--- config.mk ---
export PLATFORM = sky130hd
export DESIGN_NAME = hack_boot_ctrl
export DESIGN_NICKNAME = d
export VERILOG_FILES = /design/src/rtl/hack_boot_ctrl.sv
export SDC_FILE = /design/constraint.sdc
export NUM_CORES = 1
export LEC_CHECK = 0
export BUFFER_PORTS_ARGS = -buffer_cell sky130_fd_sc_hd__buf_2
export CELL_PAD_IN_SITES_DETAIL_PLACEMENT = 1
export CELL_PAD_IN_SITES_GLOBAL_PLACEMENT = 1
export CORE_UTILIZATION = 24
export CTS_BUF_LIST = sky130_fd_sc_hd__clkbuf_2 sky130_fd_sc_hd__clkbuf_4 sky130_fd_sc_hd__clkbuf_8
export DETAILED_ROUTE_END_ITERATION = 6
export PLACE_DENSITY = 0.61
export SLEW_MARGIN = 20
export SYNTH_ARGS = -nofsm -noshare
export SYNTH_HDL_FRONTEND = slang
export SYNTH_SLANG_ARGS = --single-unit
export TNS_END_PERCENT = 5
--- constraint.sdc ---
create_clock -name clock -period 3.4 [get_ports clock]
set_clock_uncertainty 0.05 [all_clocks]
set_input_delay 0.34 -clock clock [delete_from_list [all_inputs] [get_ports clock]]
set_output_delay 0.34 -clock clock [all_outputs]
set_load 0.1 [all_outputs]
--- src/rtl/hack_boot_ctrl.sv ---
// HACK boot/run sequencer: byte-serial ROM load with CPU held in reset, then run with PC-loop halt detect.
// ROM write lands one cycle after the low byte is accepted; in_ready is registered and stays high while loading.
module hack_boot_ctrl #(
    parameter int ROM_DEPTH   = 32768,
    parameter int HALT_CYCLES = 8
) (
    input  logic        clock,
    input  logic        reset,
    input  logic        start,
    input  logic        in_valid,
    input  logic [7:0]  in_data,
    output logic        in_ready,
    output logic        rom_we,
    output logic [14:0] rom_addr,
    output logic [15:0] rom_wdata,
    input  logic [14:0] pc,
    output logic        cpu_reset,
    output logic        running,
    output logic        halted,
    output logic        err,
    output logic [31:0] run_cycles
);

    typedef enum logic [3:0] {
        S_IDLE,
        S_LEN_HI,
        S_LEN_LO,
        S_DATA_HI,
        S_DATA_LO,
        S_SETTLE,
        S_RUN,
        S_HALT,
        S_ERR
    } state_t;

    localparam logic [16:0] DEPTH_W = 17'(ROM_DEPTH);
    localparam int          MCW     = $clog2(HALT_CYCLES + 1);
    localparam logic [MCW-1:0] HALT_W = MCW'(HALT_CYCLES);

    state_t          state_q, state_d;
    logic [15:0]     len_q, len_d;
    logic [15:0]     idx_q, idx_d;
    logic [7:0]      hi_q, hi_d;
    logic            rom_we_q, rom_we_d;
    logic [14:0]     rom_addr_q, rom_addr_d;
    logic [15:0]     rom_wdata_q, rom_wdata_d;
    logic [14:0]     p1_q, p1_d;
    logic [14:0]     p2_q, p2_d;
    logic [1:0]      hist_q, hist_d;
    logic [MCW-1:0]  mcnt_q, mcnt_d;
    logic [31:0]     run_cycles_q, run_cycles_d;
    logic            in_ready_q, in_ready_d;
    logic            cpu_reset_q, cpu_reset_d;
    logic            running_q, running_d;
    logic            halted_q, halted_d;
    logic            err_q, err_d;

    logic            accept;
    logic            match;
    logic [15:0]     len_rx;

    always_comb begin
        state_d      = state_q;
        len_d        = len_q;
        idx_d        = idx_q;
        hi_d         = hi_q;
        rom_we_d     = 1'b0;
        rom_addr_d   = rom_addr_q;
        rom_wdata_d  = rom_wdata_q;
        p1_d         = p1_q;
        p2_d         = p2_q;
        hist_d       = 2'd0;
        mcnt_d       = '0;
        run_cycles_d = run_cycles_q;

        accept = in_valid && in_ready_q;
        len_rx = {len_q[15:8], in_data};
        // History needs two RUN cycles of pc before pc==p2 means anything.
        match  = (hist_q == 2'd2) && (pc == p2_q);

        case (state_q)
            S_IDLE, S_ERR, S_HALT: begin
                if (start) state_d = S_LEN_HI;
            end
            S_LEN_HI: begin
                if (accept) begin
                    len_d[15:8] = in_data;
                    state_d     = S_LEN_LO;
                end
            end
            S_LEN_LO: begin
                if (accept) begin
                    len_d[7:0] = in_data;
                    idx_d      = 16'd0;
                    if (len_rx == 16'd0)
                        state_d = S_SETTLE;
                    else if ({1'b0, len_rx} > DEPTH_W)
                        state_d = S_ERR;
                    else
                        state_d = S_DATA_HI;
                end
            end
            S_DATA_HI: begin
                if (accept) begin
                    hi_d    = in_data;
                    state_d = S_DATA_LO;
                end
            end
            S_DATA_LO: begin
                if (accept) begin
                    rom_we_d    = 1'b1;
                    rom_addr_d  = idx_q[14:0];
                    rom_wdata_d = {hi_q, in_data};
                    idx_d       = idx_q + 16'd1;
                    state_d     = (idx_q == len_q - 16'd1) ? S_SETTLE : S_DATA_HI;
                end
            end
            S_SETTLE: begin
                state_d      = S_RUN;
                run_cycles_d = 32'd0;
            end
            S_RUN: begin
                if (start) begin
                    state_d = S_LEN_HI;
                end else begin
                    if (run_cycles_q != 32'hFFFF_FFFF)
                        run_cycles_d = run_cycles_q + 32'd1;
                    p1_d   = pc;
                    p2_d   = p1_q;
                    hist_d = (hist_q == 2'd2) ? 2'd2 : hist_q + 2'd1;
                    if (match) begin
                        mcnt_d = mcnt_q + 1'b1;
                        if (mcnt_d == HALT_W) state_d = S_HALT;
                    end
                end
            end
            default: state_d = S_IDLE;
        endcase

        // Status outputs are registered from the next state so they are glitch-free flops.
        in_ready_d  = (state_d == S_LEN_HI) || (state_d == S_LEN_LO) ||
                      (state_d == S_DATA_HI) || (state_d == S_DATA_LO);
        cpu_reset_d = !((state_d == S_RUN) || (state_d == S_HALT));
        running_d   = (state_d == S_RUN);
        halted_d    = (state_d == S_HALT);
        err_d       = (state_d == S_ERR);
    end

    always_ff @(posedge clock) begin
        if (reset) begin
            state_q      <= S_IDLE;
            len_q        <= 16'd0;
            idx_q        <= 16'd0;
            hi_q         <= 8'd0;
            rom_we_q     <= 1'b0;
            rom_addr_q   <= 15'd0;
            rom_wdata_q  <= 16'd0;
            p1_q         <= 15'd0;
            p2_q         <= 15'd0;
            hist_q       <= 2'd0;
            mcnt_q       <= '0;
            run_cycles_q <= 32'd0;
            in_ready_q   <= 1'b0;
            cpu_reset_q  <= 1'b1;
            running_q    <= 1'b0;
            halted_q     <= 1'b0;
            err_q        <= 1'b0;
        end else begin
            state_q      <= state_d;
            len_q        <= len_d;
            idx_q        <= idx_d;
            hi_q         <= hi_d;
            rom_we_q     <= rom_we_d;
            rom_addr_q   <= rom_addr_d;
            rom_wdata_q  <= rom_wdata_d;
            p1_q         <= p1_d;
            p2_q         <= p2_d;
            hist_q       <= hist_d;
            mcnt_q       <= mcnt_d;
            run_cycles_q <= run_cycles_d;
            in_ready_q   <= in_ready_d;
            cpu_reset_q  <= cpu_reset_d;
            running_q    <= running_d;
            halted_q     <= halted_d;
            err_q        <= err_d;
        end
    end

    assign in_ready   = in_ready_q;
    assign rom_we     = rom_we_q;
    assign rom_addr   = rom_addr_q;
    assign rom_wdata  = rom_wdata_q;
    assign cpu_reset  = cpu_reset_q;
    assign running    = running_q;
    assign halted     = halted_q;
    assign err        = err_q;
    assign run_cycles = run_cycles_q;

endmodule
==> flow_metrics.tcl <==
set metrics [dict create \
    outcome "complete, no violations" \
    timing.critical_path.required_ps 3740 \
    numCtsBuffers 17 \
    yosys-top-cells-count "nand2_1, dfxtp_1, a21oi_1" \
    number_of_antenna_violations_at_the_first_check_in_global_routing 1 \
    h-tree-depth 4 \
    placement_rows 60 \
    buffer_count_from_post_cts_setup_fixing 0 \
    post_cts_resized 0 \
    grt_setup_unrepaired "false" \
    number_of_instances_in_the_synthesized_netlist 808 \
    grt_max_degree 53 \
    floorplan.core_area_mm2 0.0269 \
    slew_viol_final 0 \
    overflow 0 \
    maxCapViolCount 0 \
    synthDistinctLibCells 50 \
    dr.pass1.iters 4 \
    wl_per_cell_um 14.3 \
    dpl.hpwl_um 12300 \
    max-clock-path-buffers 2 \
    syn_area_per_cell_um2 8.12 \
    worst_path_maximum_fanout 6 \
    synth_seq_area_share 0.455 \
    number_of_hold_buffers_added_after_cts 0 \
    synth_compound_area_frac 0.111 \
    timing.critical_path.from_type "register" \
    dominant_combinational_cell_family_by_area_after_synthesis "simple AND/OR/NAND/NOR gates" \
    min-delay-start "pc[5]" \
    worst_skew_pair.late_latency_ps 470 \
    static-leakage-power_uw 0.00283 \
    worst-slew-pin-transition_ps 714 \
    fraction_of_registers_with_async_set_or_reset_after_synthesis 0 \
    route.final.wire_length_um 17700 \
    layout_min_cycle_time_ps 2940 \
    synth-warning-count 0 \
    die_h_um 167 \
    timing.critical_path.arrival_ps 3280 \
    synthesis.nets 840 \
    synth.most_common_cell "nand2_1" \
    drcViolationCount 0 \
    cts_tree "yes" \
    place.detailed.instances 1207 \
    layout_worst_path_cycle_share 0.864 \
    die_w_um 167 \
    criticalPathCategory "register to register" \
    yosys.area_share.xor_xnor 0.105 \
    portBuffers 95 \
    avgViaCountPerCell 4.59 \
    timing.max_slew.rel_slack 0.520 \
    post_synth_main_area_contributors "dfxtp_1, nand2_1, a21oi_1" \
    synth_edf_count 0 \
    grt_pass1_vias 5461 \
    layoutNonFillerInstCount 1240 \
    area_delta_synth_final_pct 18.5 \
    postSynth.topFlopCell "dfxtp_1" \
    netlist.area_leader.share 0.455 \
    finalHoldViolCount 0 \
    synthesis.area_mm2 0.00656 \
    track_usage 0.130 \
    clkSlewWorstSetupHoldPaths_ps 110 \
    ctsRootBufferMaster "clkbuf_8" \
    worstSetupEndpointType "register" \
    r2r_start "len_q[0]" \
    detail_route.iter0.violations 216 \
    globalplace.congestion 0.759 \
    share_of_synthesized_cell_area_in_full_adder_half_adder_and_majority_cells 0.00953 \
    ir_drop_mv 0.213 \
    synthMuxAreaShare 0.0170 \
    synthDominantAreaCellType "dfxtp_1" \
    whs_ps 65.1 \
    power.density_mw_per_mm2 431 \
    full_die_area_mm2 0.0280 \
    worst_setup_path_startpoint "len_q[0]" \
    synth.ff_latch_count 149 \
    finish.net_count 917 \
    setup_tns_ps 0 \
    cts_num_sinks 149 \
    detailroute.via_count 5691 \
    hold_depth 3 \
    reg2regPathDepth 9 \
    num_io_pins 96 \
    drive_gt1_frac 0.170 \
    simple_gate_share_of_the_synthesized_area 0.268 \
    ant_nets 0 \
    maxClockFrequency_mhz 340 \
    floorplan.initialDensity 0.244 \
    min_path_type "input port to register" \
    grt_first_pass_wirelength_um 29100 \
    finalSetupViolations 0 \
]
-- worst max-delay path: stages, from the launching register on --
cell,delay (ps)
dfxtp_1,370
inv_1,80
ha_1,230
or3b_2,500
or3_1,390
o211a_1,250
a2111oi_4,380
nand4_2,190
a21oi_2,240
nor3b_2,190
-- registers in the layout, summed over array words and instances, names as in the netlist, 2 cells and up --
signal and count:
hi_q 8, hist_q 2, idx_q 16, len_q 16
mcnt_q 4, p1_q 15, p2_q 15, rom_addr 15
rom_wdata 16, run_cycles 32, state_q 4
-- cell families (layout without fill, tap and decap cells) --
family | Yosys count | count (layout)
multiplexers | 11 | 11
AND/OR/NAND/NOR | 380 | 380
other | 0 | 1
XOR/XNOR | 77 | 77
flip-flops | 149 | 149
AO/OA/AOI/OAI | 128 | 128
buffers and inverters | 58 | 148
adder cells (fa/ha/maj) | 5 | 5
-- power breakdown --
part / total (µW) / leakage [µW] / internal [µW] / switching, µW
Sequential: 1760 / 0.00120 / 1750 / 10.8
Clock: 1430 / 0.000208 / 567 / 865
Combinational: 158 / 0.00142 / 51.5 / 107
Total: 3350 / 0.00283 / 2370 / 982
-- per-stage QoR --
stage / utilization / setup slack, ps / instance area (µm²) / power [µW]
final: 0.289 / 462 / 7780 / 3350
after global routing: 0.289 / 293 / 7770 / 3500
after CTS: 0.289 / 460 / 7770 / 3430
after detailed placement: 0.274 / 486 / 7360 / 1960
after global placement: 0.274 / 572 / 7360 / 1960
after floorplan: - / 203 / 6560 / 1900
-- cell type report --
class	instances	area, µm²
diodes	1	2.50
clock buffers	17	234
clock inverters	15	180
fillers	3248	19100
inverters	10	37.5
multi-input cells	601	3350
flip-flops and latches	149	2980
well taps	341	427
repair buffers	106	561
-- placed cells by master (no fill, tap or decap), types with 5 or more instances in the layout --
master    instances
a21oi_1          94
and3_1            8
and4_1            5
buf_2            94
buf_4            12
clkbuf_8         17
clkinv_8          5
dfxtp_1         149
ha_1              5
inv_1            10
mux2i_1          10
nand2_1         176
nand2b_1          8
nand3_1          28
nand4_1          22
nor2_1           68
nor2b_1           5
nor3_1           18
nor4_1           12
o21ai_0          13
or2_2             5
or3_1             7
xnor2_1          41
xor2_1           35
-- per-layer routing --
layer  global-route usage  routed length, µm  up-vias
li1                     -                  -     2881
met1                0.169               8700     2713
met2                0.210               8100       77
met3               0.0343                682       20
met4               0.0407                235        0
met5                    0                  0        -
-- path summary, 6_finish.rpt --
check / endpoint / slack [ps]
worst max-delay path: halted / 460
worst min-delay path: p1_q[5] / 70
worst max register to register: halted / 460
worst min register to register: hist_q[0] / 380
Note: power is estimated with default switching activity, not from simulation.
